[config.mk]
export PLATFORM = sky130hd
export DESIGN_NAME = fetch_unit
export DESIGN_NICKNAME = d
export VERILOG_FILES = /design/src/rtl/fetch_unit.sv
export SDC_FILE = /design/constraint.sdc
export NUM_CORES = 1
export LEC_CHECK = 0
export BUFFER_PORTS_ARGS = -buffer_cell sky130_fd_sc_hd__clkbuf_2
export CORE_UTILIZATION = 45
export CTS_CLUSTER_DIAMETER = 100
export CTS_CLUSTER_SIZE = 25
export DETAILED_ROUTE_END_ITERATION = 7
export PLACE_DENSITY = 0.67
export RECOVER_POWER = 25
export SYNTH_ARGS = -nofsm -noshare
export SYNTH_HDL_FRONTEND = slang
export SYNTH_SLANG_ARGS = --single-unit
[constraint.sdc]
create_clock -name clk -period 6.5 [get_ports clk]
set_input_delay 0.325 -clock clk [delete_from_list [all_inputs] [get_ports clk]]
set_output_delay 0.325 -clock clk [all_outputs]
set_load 0.02 [all_outputs]
[src/rtl/fetch_unit.sv]
// fetch_unit: RV32I instruction-fetch front end.
// Owns the fetch PC, issues in-order word requests to instruction memory,
// buffers returned words with their PCs in a small prefetch FIFO and hands
// them to decode over a valid/ready handshake. Redirects flush the FIFO and
// drop responses to requests that were already in flight.
// Optional build macro FETCH_MISALIGN_TRAP_EN adds the instr_misaligned
// pulse for redirects whose target has non-zero low address bits.
module fetch_unit #(
  parameter logic [31:0] RESET_PC   = 32'h0000_0000,
  parameter int          FIFO_DEPTH = 2,
  parameter logic [31:0] NOP_INSTR  = 32'h0000_0013
) (
  input  logic        clk,
  input  logic        rst,
  output logic        imem_req,
  output logic [31:0] imem_addr,
  input  logic        imem_ready,
  input  logic        imem_rvalid,
  input  logic [31:0] imem_rdata,
  input  logic        next_sel,
  input  logic        branch_result,
  input  logic [31:0] target_addr,
  input  logic        instr_ready,
  output logic        instr_valid,
  output logic [31:0] instruction,
  output logic [31:0] pc_address
`ifdef FETCH_MISALIGN_TRAP_EN
  ,
  output logic        instr_misaligned
`endif
);

  localparam int AW = $clog2(FIFO_DEPTH);
  localparam int CW = AW + 1;
  localparam logic [CW:0] DEPTH_C = (CW + 1)'(FIFO_DEPTH);

  typedef enum logic [1:0] {
    BOOT  = 2'd0,
    RUN   = 2'd1,
    FLUSH = 2'd2
  } state_t;

  state_t        state, state_nxt;
  logic [31:0]   fetch_pc;
  logic [CW-1:0] inflight;
  logic [CW-1:0] discard, discard_nxt;

  // Prefetch FIFO: returned word plus the PC it was fetched from.
  logic [31:0]   fifo_instr [FIFO_DEPTH];
  logic [31:0]   fifo_pc    [FIFO_DEPTH];
  logic [CW-1:0] fifo_wr, fifo_rd, fifo_count;

  // PCs of outstanding requests, oldest at pcq_rd.
  logic [31:0]   pcq [FIFO_DEPTH];
  logic [CW-1:0] pcq_wr, pcq_rd;

  logic          redirect;
  logic [31:0]   redirect_pc;
  logic          credit_ok;
  logic          accept;
  logic          resp_live;
  logic          push;
  logic          pop;

  assign redirect    = next_sel | branch_result;
  assign redirect_pc = {target_addr[31:2], 2'b00};
  assign fifo_count  = fifo_wr - fifo_rd;
  assign instr_valid = (fifo_count != '0);
  assign credit_ok   = ({1'b0, inflight} + {1'b0, fifo_count}) < DEPTH_C;
  assign accept      = imem_req & imem_ready;
  // A response belongs to a live request only when nothing is left to drop.
  assign resp_live   = imem_rvalid & (discard == '0);
  assign push        = resp_live & ~redirect;
  assign pop         = instr_valid & instr_ready & ~redirect;
  assign imem_addr   = fetch_pc;

  assign instruction = instr_valid ? fifo_instr[fifo_rd[AW-1:0]] : NOP_INSTR;
  assign pc_address  = instr_valid ? fifo_pc[fifo_rd[AW-1:0]]    : fetch_pc;

  // Next state, discard count and request issue.
  always_comb begin
    // NOTE: every signal driven here gets a default first so no path can
    // leave it unassigned and infer a latch.
    state_nxt   = state;
    discard_nxt = discard;
    imem_req    = 1'b0;

    if (redirect) begin
      // Everything still in flight is stale, except a response landing now.
      discard_nxt = inflight - CW'(imem_rvalid);
    end else if (imem_rvalid && discard != '0) begin
      discard_nxt = discard - CW'(1);
    end

    case (state)
      BOOT:    state_nxt = RUN;
      RUN: begin
        imem_req  = credit_ok & ~redirect;
        state_nxt = (discard_nxt != '0) ? FLUSH : RUN;
      end
      FLUSH:   state_nxt = (discard_nxt != '0) ? FLUSH : RUN;
      default: state_nxt = BOOT;
    endcase
  end

  // Control state: FSM, fetch PC, outstanding and discard counters.
  always_ff @(posedge clk or negedge rst) begin
    // NOTE: sequential state uses non-blocking assignments so every register
    // samples pre-edge values regardless of statement order.
    if (!rst) begin
      state    <= BOOT;
      fetch_pc <= RESET_PC;
      inflight <= '0;
      discard  <= '0;
    end else begin
      state    <= state_nxt;
      discard  <= discard_nxt;
      inflight <= inflight + CW'(accept) - CW'(imem_rvalid);
      if (redirect) begin
        fetch_pc <= redirect_pc;
      end else if (accept) begin
        fetch_pc <= fetch_pc + 32'd4;
      end
    end
  end

  // FIFO and PC-queue pointers; a redirect empties both.
  always_ff @(posedge clk or negedge rst) begin
    if (!rst) begin
      fifo_wr <= '0;
      fifo_rd <= '0;
      pcq_wr  <= '0;
      pcq_rd  <= '0;
    end else if (redirect) begin
      fifo_wr <= '0;
      fifo_rd <= '0;
      pcq_wr  <= '0;
      pcq_rd  <= '0;
    end else begin
      if (push)      fifo_wr <= fifo_wr + CW'(1);
      if (pop)       fifo_rd <= fifo_rd + CW'(1);
      if (accept)    pcq_wr  <= pcq_wr + CW'(1);
      if (resp_live) pcq_rd  <= pcq_rd + CW'(1);
    end
  end

  // Storage writes for the FIFO and the outstanding-PC queue.
  always_ff @(posedge clk) begin
    // NOTE: storage arrays carry no reset; the pointers alone decide which
    // entries are meaningful.
    if (push) begin
      fifo_instr[fifo_wr[AW-1:0]] <= imem_rdata;
      fifo_pc[fifo_wr[AW-1:0]]    <= pcq[pcq_rd[AW-1:0]];
    end
    if (accept) begin
      pcq[pcq_wr[AW-1:0]] <= fetch_pc;
    end
  end

`ifdef FETCH_MISALIGN_TRAP_EN
  // One-cycle flag for a redirect whose target is not word aligned.
  always_ff @(posedge clk or negedge rst) begin
    if (!rst) begin
      instr_misaligned <= 1'b0;
    end else begin
      instr_misaligned <= redirect & (target_addr[1:0] != 2'b00);
    end
  end
`else
  // Low target bits are deliberately dropped in this build.
  logic unused_target_bits;
  assign unused_target_bits = ^target_addr[1:0];
`endif

endmodule
Word-level counts from Yosys, hierarchy flattened
Memory sizes are Yosys's and may differ from the RTL's.
Index checks and enable logic that the tools add are counted.
- $add $sub $neg: 11
- $lt $le $gt $ge: 1
- eq/ne operators: 2
- multiplexer cells: 21
- bitwise gates (word level): 8
- reductions and logical operators: 11
- operators with widths (operator ; number):
    $mux W32 ; 4
    $add A32 B3 Y32 const B ; 1
    $mux W2 ; 11
    $reduce_bool A2 Y1 ; 7
    $add A2 B1 Y2 const B ; 4
    $and A1 B1 Y1 ; 6
    $mux W1 ; 5
    $logic_not A2 Y1 ; 2
    $pmux W2 S2 ; 1
    $sub A2 B1 Y2 ; 2
    $add A2 B2 Y3 ; 1
    $lt A3 B2 Y1 const B ; 1
    $add A2 B1 Y2 ; 1
    $eq A2 B1 Y1 const B ; 1
    $eq A2 B2 Y1 const B ; 1
    $reduce_or A2 Y1 ; 1
    $sub A2 B1 Y2 const B ; 1
    $sub A2 B2 Y2 ; 1
    $logic_and A1 B1 Y1 ; 1
    $not A1 Y1 ; 1
    $or A1 B1 Y1 ; 1
- bits in registers: 46
- memory bits (writable): 192
- input bits: 71
- output and inout bits: 98
- word-level logic and storage cells: 65
- memories: 3
- memory list (memory ; depth ; bits a word ; read ports ; clocked after Yosys merged registers in ; wr ports ; line ; RTL):
    fifo_instr ; 2 ; 32 ; 1 ; 0 ; 1 ; 49 ; logic [31:0] fifo_instr [FIFO_DEPTH];
    fifo_pc ; 2 ; 32 ; 1 ; 0 ; 1 ; 50 ; logic [31:0] fifo_pc [FIFO_DEPTH];
    pcq ; 2 ; 32 ; 1 ; 0 ; 1 ; 54 ; logic [31:0] pcq [FIFO_DEPTH];

Depth between registers and ports, before layout
Gate-level depths: netlist of run 1.
- depth after elaboration: 8
- mapped depth: 12
- depth with buffers taken out: 11

Worst setup path before layout of run 1
OpenSTA, ideal clock, no wires.
- path kind: input to register
- start point: in branch_result
- end point: mem fifo_instr[0][0], enable pin
- setup time: 558 ps
- arrival time: 5456 ps
- data required time: 5942 ps
- slack: 486 ps
- stages: 5
- path buffers: 3
- cells stage by stage: or2_2 clkbuf_1 clkbuf_1 clkbuf_1 nor3_1
- cells in the longest elaborated chain, start to end: 5
- ends and longest elaborated chain (item ; line ; RTL):
    start, declared ; 21 ; input logic branch_result,
    $or A1 B1 Y1 ; 65 ; assign redirect = next_sel | branch_result;
    $not A1 Y1 ; 73 ; assign push = resp_live & ~redirect;
    $and A1 B1 Y1 ; 73 ;
    $mux W1 ; 151 ; if (push) begin
    $mux W1 (not written as such) ; 152 ; fifo_instr[fifo_wr[AW-1:0]] <= imem_rdata;
    end, declared ; 49 ;
No other way between the ends.

Worst setup path in the final report of run 1
- start point: reg fifo_rd[0]
- end point: reg fetch_pc[31] (netlist: imem_addr[31])
- cells in the longest elaborated chain, start to end: 7
- ends and longest elaborated chain (item ; line ; RTL):
    start, declared ; 51 ; logic [CW-1:0] fifo_wr, fifo_rd, fifo_count;
    start signal, assigned ; 141 ; if (pop) fifo_rd <= fifo_rd + CW'(1);
    $sub A2 B2 Y2 ; 67 ; assign fifo_count = fifo_wr - fifo_rd;
    $add A2 B2 Y3 ; 69 ; assign credit_ok = ({1'b0, inflight} + {1'b0, fifo_count}) < DEPTH_C;
    $lt A3 B2 Y1 ; 69 ;
    $and A1 B1 Y1 ; 98 ; imem_req = credit_ok & ~redirect;
    $mux W1 ; 95 ; case (state)
    $and A1 B1 Y1 ; 70 ; assign accept = imem_req & imem_ready;
    $reduce_bool A2 Y1 (no line) ; - ;
    end signal, assigned ; 120 ; fetch_pc <= redirect_pc;
    end signal, assigned ; 122 ; fetch_pc <= fetch_pc + 32'd4;
    end, declared ; 44 ; logic [31:0] fetch_pc;
No other way between the ends.
A chain may end at the register's enable or synchronous reset.

==> flow_metrics.tcl, run 1 <==
set metrics [dict create \
    rsz0062_at_grt "false" \
    initial_antenna_violation_count 0 \
    post_synth_edffs 184 \
    chipHeight_um 147 \
    cap_violations 1 \
    yosys_register_bits 226 \
    setup_tns_ps 0 \
    residual_drc 0 \
    clock_tree.htree_level_count 1 \
    max_slew.worst_pin.slew_ps 2510 \
    multi_input_area_sq_um 2700 \
    seqCellArea_sq_um 6580 \
    combinational_fraction_of_design_power_pct 17.0 \
    drt-initial-drc-count 408 \
    synth-main-ff-cell "sky130_fd_sc_hd__edfxtp_1" \
    dr.pass1.iters 5 \
    synth_area_per_cell_sq_um 14.3 \
    met1_track_utilization_from_global_routing_pct 26.2 \
    grt.overflow.total 0 \
    mostFrequentLayoutCell "sky130_fd_sc_hd__edfxtp_1" \
    fillers 1719 \
    pwr_cell_area_nw_per_um2 281 \
    number_of_buffers_on_the_longest_clock_path 3 \
    count_of_unique_library_cells_instantiated_by_yosys 48 \
    cts_inserted_buffers 13 \
    clk_latency_ps 480 \
    portBuffers 162 \
    finish.utilization_pct 53.3 \
    final_layout_size_suffix_gt1_share_pct 25.1 \
    die_w_um 147 \
    crit_path_max_fanout 21 \
    max_freq_mhz 279 \
    global_route.peak_usage_layer "met2" \
    timing_hold_violations_final 0 \
    pwr-share-clk_pct 27.1 \
    power.share.switching_pct 27.5 \
    final_net_count 894 \
    timing.final.crit_period_ps 3590 \
    crit_path_slowest_cell "sky130_fd_sc_hd__dfrtp_4" \
    floorplan.die_area_sq_um 21600 \
    dr_total_vias 5629 \
    cell_leakage_power_nw 3.97 \
    post_synth_inst_count 659 \
    grt_pass1_wl_mm 30.3 \
    clkSlewWorstSetupHoldPaths_ps 100 \
    grt_start_max_net_pins 91 \
    cts_tree "done" \
    worstSetupStartpointType "register" \
    slew_headroom_pct -67.6 \
    violations "max-capacitance violations, max-slew violations" \
    arrival_ps 4010 \
    gate_family_responsible_for_the_most_delay_along_the_worst_path "simple AND/OR/NAND/NOR gates" \
    n_antenna_cell 0 \
    result_of_the_run "finished with violations" \
    timing.final.crit_share_pct 55.2 \
    synth-seq-area-share_pct 69.6 \
    total_wirelength_of_the_detailed_routed_design_mm 19.3 \
    globalRouteMet3Util_pct 2.80 \
    initial_core_utilization_pct 46.2 \
    worst_ep_required_time_ps 6920 \
    io_pins 169 \
    synth-async-reset-ratio_pct 18.6 \
    postCtsResizedCells 0 \
    clock_skew_after_layout_ps 32.0 \
    finish.cell_count_without_fillers 1088 \
    cp-end-kind "register" \
    grtUsageMet2_pct 28.6 \
    finalWeightedCongestion 0.795 \
    stage_delay_of_the_slowest_cell_on_the_critical_path_ps 690 \
    place_hpwl_mm 12.4 \
    crit_type "register to register" \
    tritoncts_num_sinks 226 \
    globalRouteTotalUtil_pct 18.1 \
    cp.buffers_inverters 0 \
    power_report.internal_total_mw 2.22 \
    placedCellCount 1067 \
    cp_cell_sequence "ha_1 > xnor3_1 > fa_1 > and4_1 > and3_1 > nand2_2 > or4_1 > nand3_1" \
    timing.final.max_slew_violations 43 \
    netSwitchingPower_uw 843 \
    syn_area_sq_um 9440 \
    hold_path.class "input pin to register" \
    p_seq_share_pct 56.0 \
    worst_ir_drop_vdd_mv 0.162 \
    core_region_area_sq_um 20400 \
    placementRows 52 \
    yosysWarnings 0 \
    area.growth.synth_to_final_pct 15.2 \
    final-setup-viol-count 0 \
    final_antenna_net_count 0 \
    layout_common_cells "184 x sky130_fd_sc_hd__edfxtp_1, 135 x sky130_fd_sc_hd__clkbuf_2, 70 x sky130_fd_sc_hd__nand2_1, 63 x sky130_fd_sc_hd__mux2i_1, 55 x sky130_fd_sc_hd__o21ai_0" \
    route.detailed.vias_per_inst 5.17 \
    first_global_vias 5469 \
    wl_per_cell_um 17.8 \
    clockRootBuffer "sky130_fd_sc_hd__clkbuf_16" \
]
-- kinds of logic (layout without fill, tap and decap cells) --
kind of cell,Yosys count,in the layout,synth area share [%]
and+or+nand+nor,182,182,9.33
adders and majority gates,10,10,1.40
other,1,4,0.0397
buffers and inverters,45,201,2.11
AOI/OAI and AO/OA,67,67,3.80
DFF,226,226,69.6
muxes,94,94,10.4
xor gates and xnor gates,34,34,3.30
-- state kept, by name, indices dropped and copies added (netlist names) --
register    cells
fifo_instr     64
fifo_pc        60
pcq            60
imem_addr      30
discard         2
fifo_rd         2
fifo_wr         2
inflight        2
state           2
pcq_rd          1
pcq_wr          1
-- cell usage after synthesis, drive strengths merged, types with 5 or more instances --
cell,n,area share [%]
edfxtp,184,59
and2,5,0.33
mux2i,63,6.7
ha,9,1.2
o21ai,56,3.0
xnor2,8,0.74
clkbuf,18,0.72
dfrtp,42,11
nand3,17,0.95
nand2,71,2.8
buf,18,1.0
and3,10,0.77
inv,9,0.36
nand4,14,1.1
xor2,25,2.3
nor2,46,1.9
mux2,31,3.7
-- path summary, 6_finish.rpt --
path | from | slack (ps) | cells after the start | end
setup reg to reg | fifo_rd[0]$_DFFE_PN0P_ | 2910 | 8 | imem_addr[31]$_DFFE_PN0P_
hold reg to reg | inflight[1]$_DFF_PN0_ | 530 | 1 | inflight[1]$_DFF_PN0_
min in group asynchronous | rst | 1250 | 3 | inflight[0]$_DFF_PN0_
setup / recovery | fifo_rd[0]$_DFFE_PN0P_ | 2910 | 8 | imem_addr[31]$_DFFE_PN0P_
hold / removal | target_addr[2] | 40 | 3 | imem_addr[2]$_DFFE_PN0P_
max in group asynchronous | rst | 3490 | 3 | fifo_rd[0]$_DFFE_PN0P_
-- metal layers --
layer / wire, um / share of wire, %
met5: 0 / 0
met2: 8920 / 46
met4: 350 / 1.8
met3: 1070 / 5.5
met1: 8990 / 47
-- timing repair --
item | CTS | global route
hold endpoints to repair | 42 | 0
setup endpoints to repair | 0 | 0
setup buffers | 0 | 0
hold buffers | 1 | 0
-- tightest hold or removal path, stage by stage --
cell and delay, ps:
sky130_fd_sc_hd__clkbuf_2 80, sky130_fd_sc_hd__nand2_1 30, sky130_fd_sc_hd__o21ai_0 50
-- stage by stage --
step / power [mW] / area (sq um) / hold slack [ps] / setup slack (ps)
after floorplan: 2.08 / 9450 / 29.4 / 486
final: 3.06 / 10900 / 43.2 / 2910
after global placement: 2.26 / 10500 / 451 / 2960
after global routing: 3.20 / 10900 / 28.8 / 2750
after detailed placement: 2.27 / 10500 / 452 / 2950
after CTS: 3.10 / 10900 / 27.3 / 2900
-- cell type report --
class / instances / share of cell area [%]
repair buffers: 172 / 7.82
flip-flops and latches: 226 / 60.5
clock inverters: 1 / 0.276
multi-input cells: 391 / 24.8
well taps: 270 / 3.10
inverters: 9 / 0.310
clock buffers: 19 / 3.20
-- power by group through the flow --
stage          sequential (mW)  clock, mW  combinational, mW
2_1_floorplan             1.74          0              0.337
3_3_place_gp              1.74          0              0.514
3_5_place_dp              1.75          0              0.526
4_1_cts                   1.71      0.854              0.530
5_1_grt                   1.72      0.903              0.575
6_report                  1.71      0.828              0.519
No activity file was read; power rests on OpenSTA's default activity.
==> run 2, diff against run 1 <==
--- a/config.mk
+++ b/config.mk
@@ -10,7 +10,7 @@
 export CTS_CLUSTER_DIAMETER = 100
 export CTS_CLUSTER_SIZE = 25
 export DETAILED_ROUTE_END_ITERATION = 7
-export PLACE_DENSITY = 0.67
+export PLACE_DENSITY = 0.69
 export RECOVER_POWER = 25
 export SYNTH_ARGS = -nofsm -noshare
 export SYNTH_HDL_FRONTEND = slang
==> constraint.sdc (replaced) <==
create_clock -name clk -period 3.09 [get_ports clk]
set_input_delay 0.1545 -clock clk [delete_from_list [all_inputs] [get_ports clk]]
set_output_delay 0.1545 -clock clk [all_outputs]
set_load 0.02 [all_outputs]
==> flow_metrics.tcl, run 2 (synthesized netlist as in run 1, its figures left out) <==
set metrics [dict create \
    initial_antenna_violation_count 0 \
    dr_total_vias 6003 \
    route.detailed.vias_per_inst 5.17 \
    core_region_area_sq_um 20400 \
    p_seq_share_pct 54.7 \
    netSwitchingPower_mw 1.83 \
    slew_headroom_pct -23.0 \
    cp-end-kind "register" \
    final_antenna_net_count 0 \
    cell_leakage_power_nw 4.31 \
    placementRows 52 \
    worstSetupStartpointType "register" \
    max_slew.worst_pin.slew_ps 1850 \
    worst_ir_drop_vdd_mv 0.287 \
    result_of_the_run "finished with violations" \
    residual_drc 0 \
    wl_per_cell_um 17.9 \
    n_antenna_cell 0 \
    power_report.internal_total_mw 4.76 \
    first_global_vias 5900 \
    clockRootBuffer "sky130_fd_sc_hd__clkbuf_16" \
    finish.utilization_pct 57.0 \
    pwr_cell_area_nw_per_um2 565 \
    area.growth.synth_to_final_pct 23.4 \
    pre_cts_ws_ps 158 \
    grt_start_max_net_pins 47 \
    final_net_count 965 \
    dr.pass1.iters 4 \
    max_freq_mhz 345 \
    arrival_ps 3310 \
    initial_core_utilization_pct 46.2 \
    clk_latency_ps 490 \
    total_wirelength_of_the_detailed_routed_design_mm 20.7 \
    clkSlewWorstSetupHoldPaths_ps 100 \
    io_pins 169 \
    portBuffers 162 \
    globalRouteTotalUtil_pct 19.4 \
    chipHeight_um 147 \
    power.share.switching_pct 27.8 \
    timing_hold_violations_final 0 \
    violations "max-capacitance violations, max-slew violations" \
    die_w_um 147 \
    crit_path_max_fanout 7 \
    clock_skew_after_layout_ps 30.8 \
    hold_path.class "input pin to register" \
    pwr-share-clk_pct 27.1 \
    combinational_fraction_of_design_power_pct 18.2 \
    grt_pass1_wl_mm 32.2 \
    post-cts-setup-buffer-count 0 \
    cap_violations 1 \
    finalWeightedCongestion 0.785 \
    number_of_buffers_on_the_longest_clock_path 3 \
    timing.final.crit_period_ps 2900 \
    final_layout_size_suffix_gt1_share_pct 24.9 \
    mostFrequentLayoutCell "sky130_fd_sc_hd__edfxtp_1" \
    rsz0062_at_grt "false" \
    cts_inserted_buffers 13 \
    timing.final.crit_share_pct 93.7 \
    setup_tns_ps 0 \
    grt.overflow.total 0 \
    tritoncts_num_sinks 226 \
    worst_slack_ps 195 \
    worst_ep_required_time_ps 3510 \
    layout_common_cells "184 x sky130_fd_sc_hd__edfxtp_1, 140 x sky130_fd_sc_hd__clkbuf_2, 70 x sky130_fd_sc_hd__nand2_1, 63 x sky130_fd_sc_hd__mux2i_1, 63 x sky130_fd_sc_hd__dlygate4sd3_1" \
    place_hpwl_mm 13.3 \
    largest_register_ff_count 64 \
    crit_type "register to register" \
    drt-initial-drc-count 320 \
    timing.final.max_slew_violations 33 \
    clock_tree.htree_level_count 1 \
    floorplan.die_area_sq_um 21600 \
    final-setup-viol-count 0 \
    cts_tree "done" \
]
## run 2: cell types whose count changed in the layout (fill, tap and decap cells not counted)
cell / delta
sky130_fd_sc_hd__dlygate4sd3_1: +62
sky130_fd_sc_hd__clkbuf_1: -5
sky130_fd_sc_hd__clkbuf_2: +5
sky130_fd_sc_hd__and2_4: -1
sky130_fd_sc_hd__and2_2: +2
sky130_fd_sc_hd__inv_6: +1
sky130_fd_sc_hd__buf_4: +6
sky130_fd_sc_hd__nor3_4: +1
sky130_fd_sc_hd__and2_1: -1
sky130_fd_sc_hd__nor3_2: -1
sky130_fd_sc_hd__buf_12: +4
## run 2: repair_timing
action / 4_1_cts / 5_1_grt
hold buffers: 63 / 0
resized for setup: 0 / 1
hold endpoints to repair: 125 / 0
endpoints found under the setup margin: 0 / 3
## run 2: worst paths after layout
kind | start | to | slack, ps | cells after the start
hold / removal | target_addr[12] | imem_addr[12]$_DFFE_PN0P_ | 100 | 3
min in group asynchronous | rst | imem_addr[28]$_DFFE_PN0P_ | 700 | 2
setup reg to reg | fifo_wr[0]$_DFFE_PN0P_ | inflight[1]$_DFF_PN0_ | 190 | 11
max in group asynchronous | rst | fifo_rd[0]$_DFFE_PN0P_ | 1090 | 2
hold reg to reg | inflight[1]$_DFF_PN0_ | inflight[1]$_DFF_PN0_ | 540 | 1
setup / recovery | fifo_wr[0]$_DFFE_PN0P_ | inflight[1]$_DFF_PN0_ | 190 | 11
## run 2: metal layers
metal	GRT usage [%]	wire, um	vias up
li1	-	-	2856
met1	27.2	9340	2922
met2	32.3	9860	197
met3	2.52	1240	28
met4	4.43	301	0
met5	0	0	-
## run 2: area by class of cell
| type | instances | area (sq um) |
|---|---|---|
| clock buffers | 20 | 353 |
| clock inverters | 2 | 38.8 |
| fillers | 1677 | 8780 |
| inverters | 9 | 33.8 |
| multi-input cells | 391 | 2710 |
| flip-flops and latches | 226 | 6580 |
| well taps | 270 | 338 |
| repair buffers | 243 | 1600 |
## run 2: through the flow
stage          power [mW]  area, sq um  hold WS, ps  std cells
2_1_floorplan        4.37         9480         -141        662
3_3_place_gp         4.78        10700          298       1076
3_5_place_dp         4.81        10700          307       1076
4_1_cts              6.65        11700         55.5       1161
5_1_grt              6.87        11600          100       1161
6_report             6.58        11600         97.4       1161
## run 2: critical path, stage by stage, from the launching register on
cell and delay, ps:
sky130_fd_sc_hd__dfrtp_1 440, sky130_fd_sc_hd__inv_1 100, sky130_fd_sc_hd__ha_1 160, sky130_fd_sc_hd__xnor3_1 250, sky130_fd_sc_hd__fa_1 580, sky130_fd_sc_hd__and4_1 330, sky130_fd_sc_hd__nand2_1 150, sky130_fd_sc_hd__ha_1 300
sky130_fd_sc_hd__inv_1 40, sky130_fd_sc_hd__ha_1 180, sky130_fd_sc_hd__xnor2_1 170, sky130_fd_sc_hd__xnor2_1 140
## run 2: power groups by stage
stage | Sequential [mW] | Combinational (mW) | Clock [mW]
final | 3.60 | 1.20 | 1.78
after global routing | 3.62 | 1.32 | 1.93
after CTS | 3.60 | 1.22 | 1.84
after detailed placement | 3.67 | 1.15 | 0
after global placement | 3.66 | 1.12 | 0
after floorplan | 3.66 | 0.713 | 0
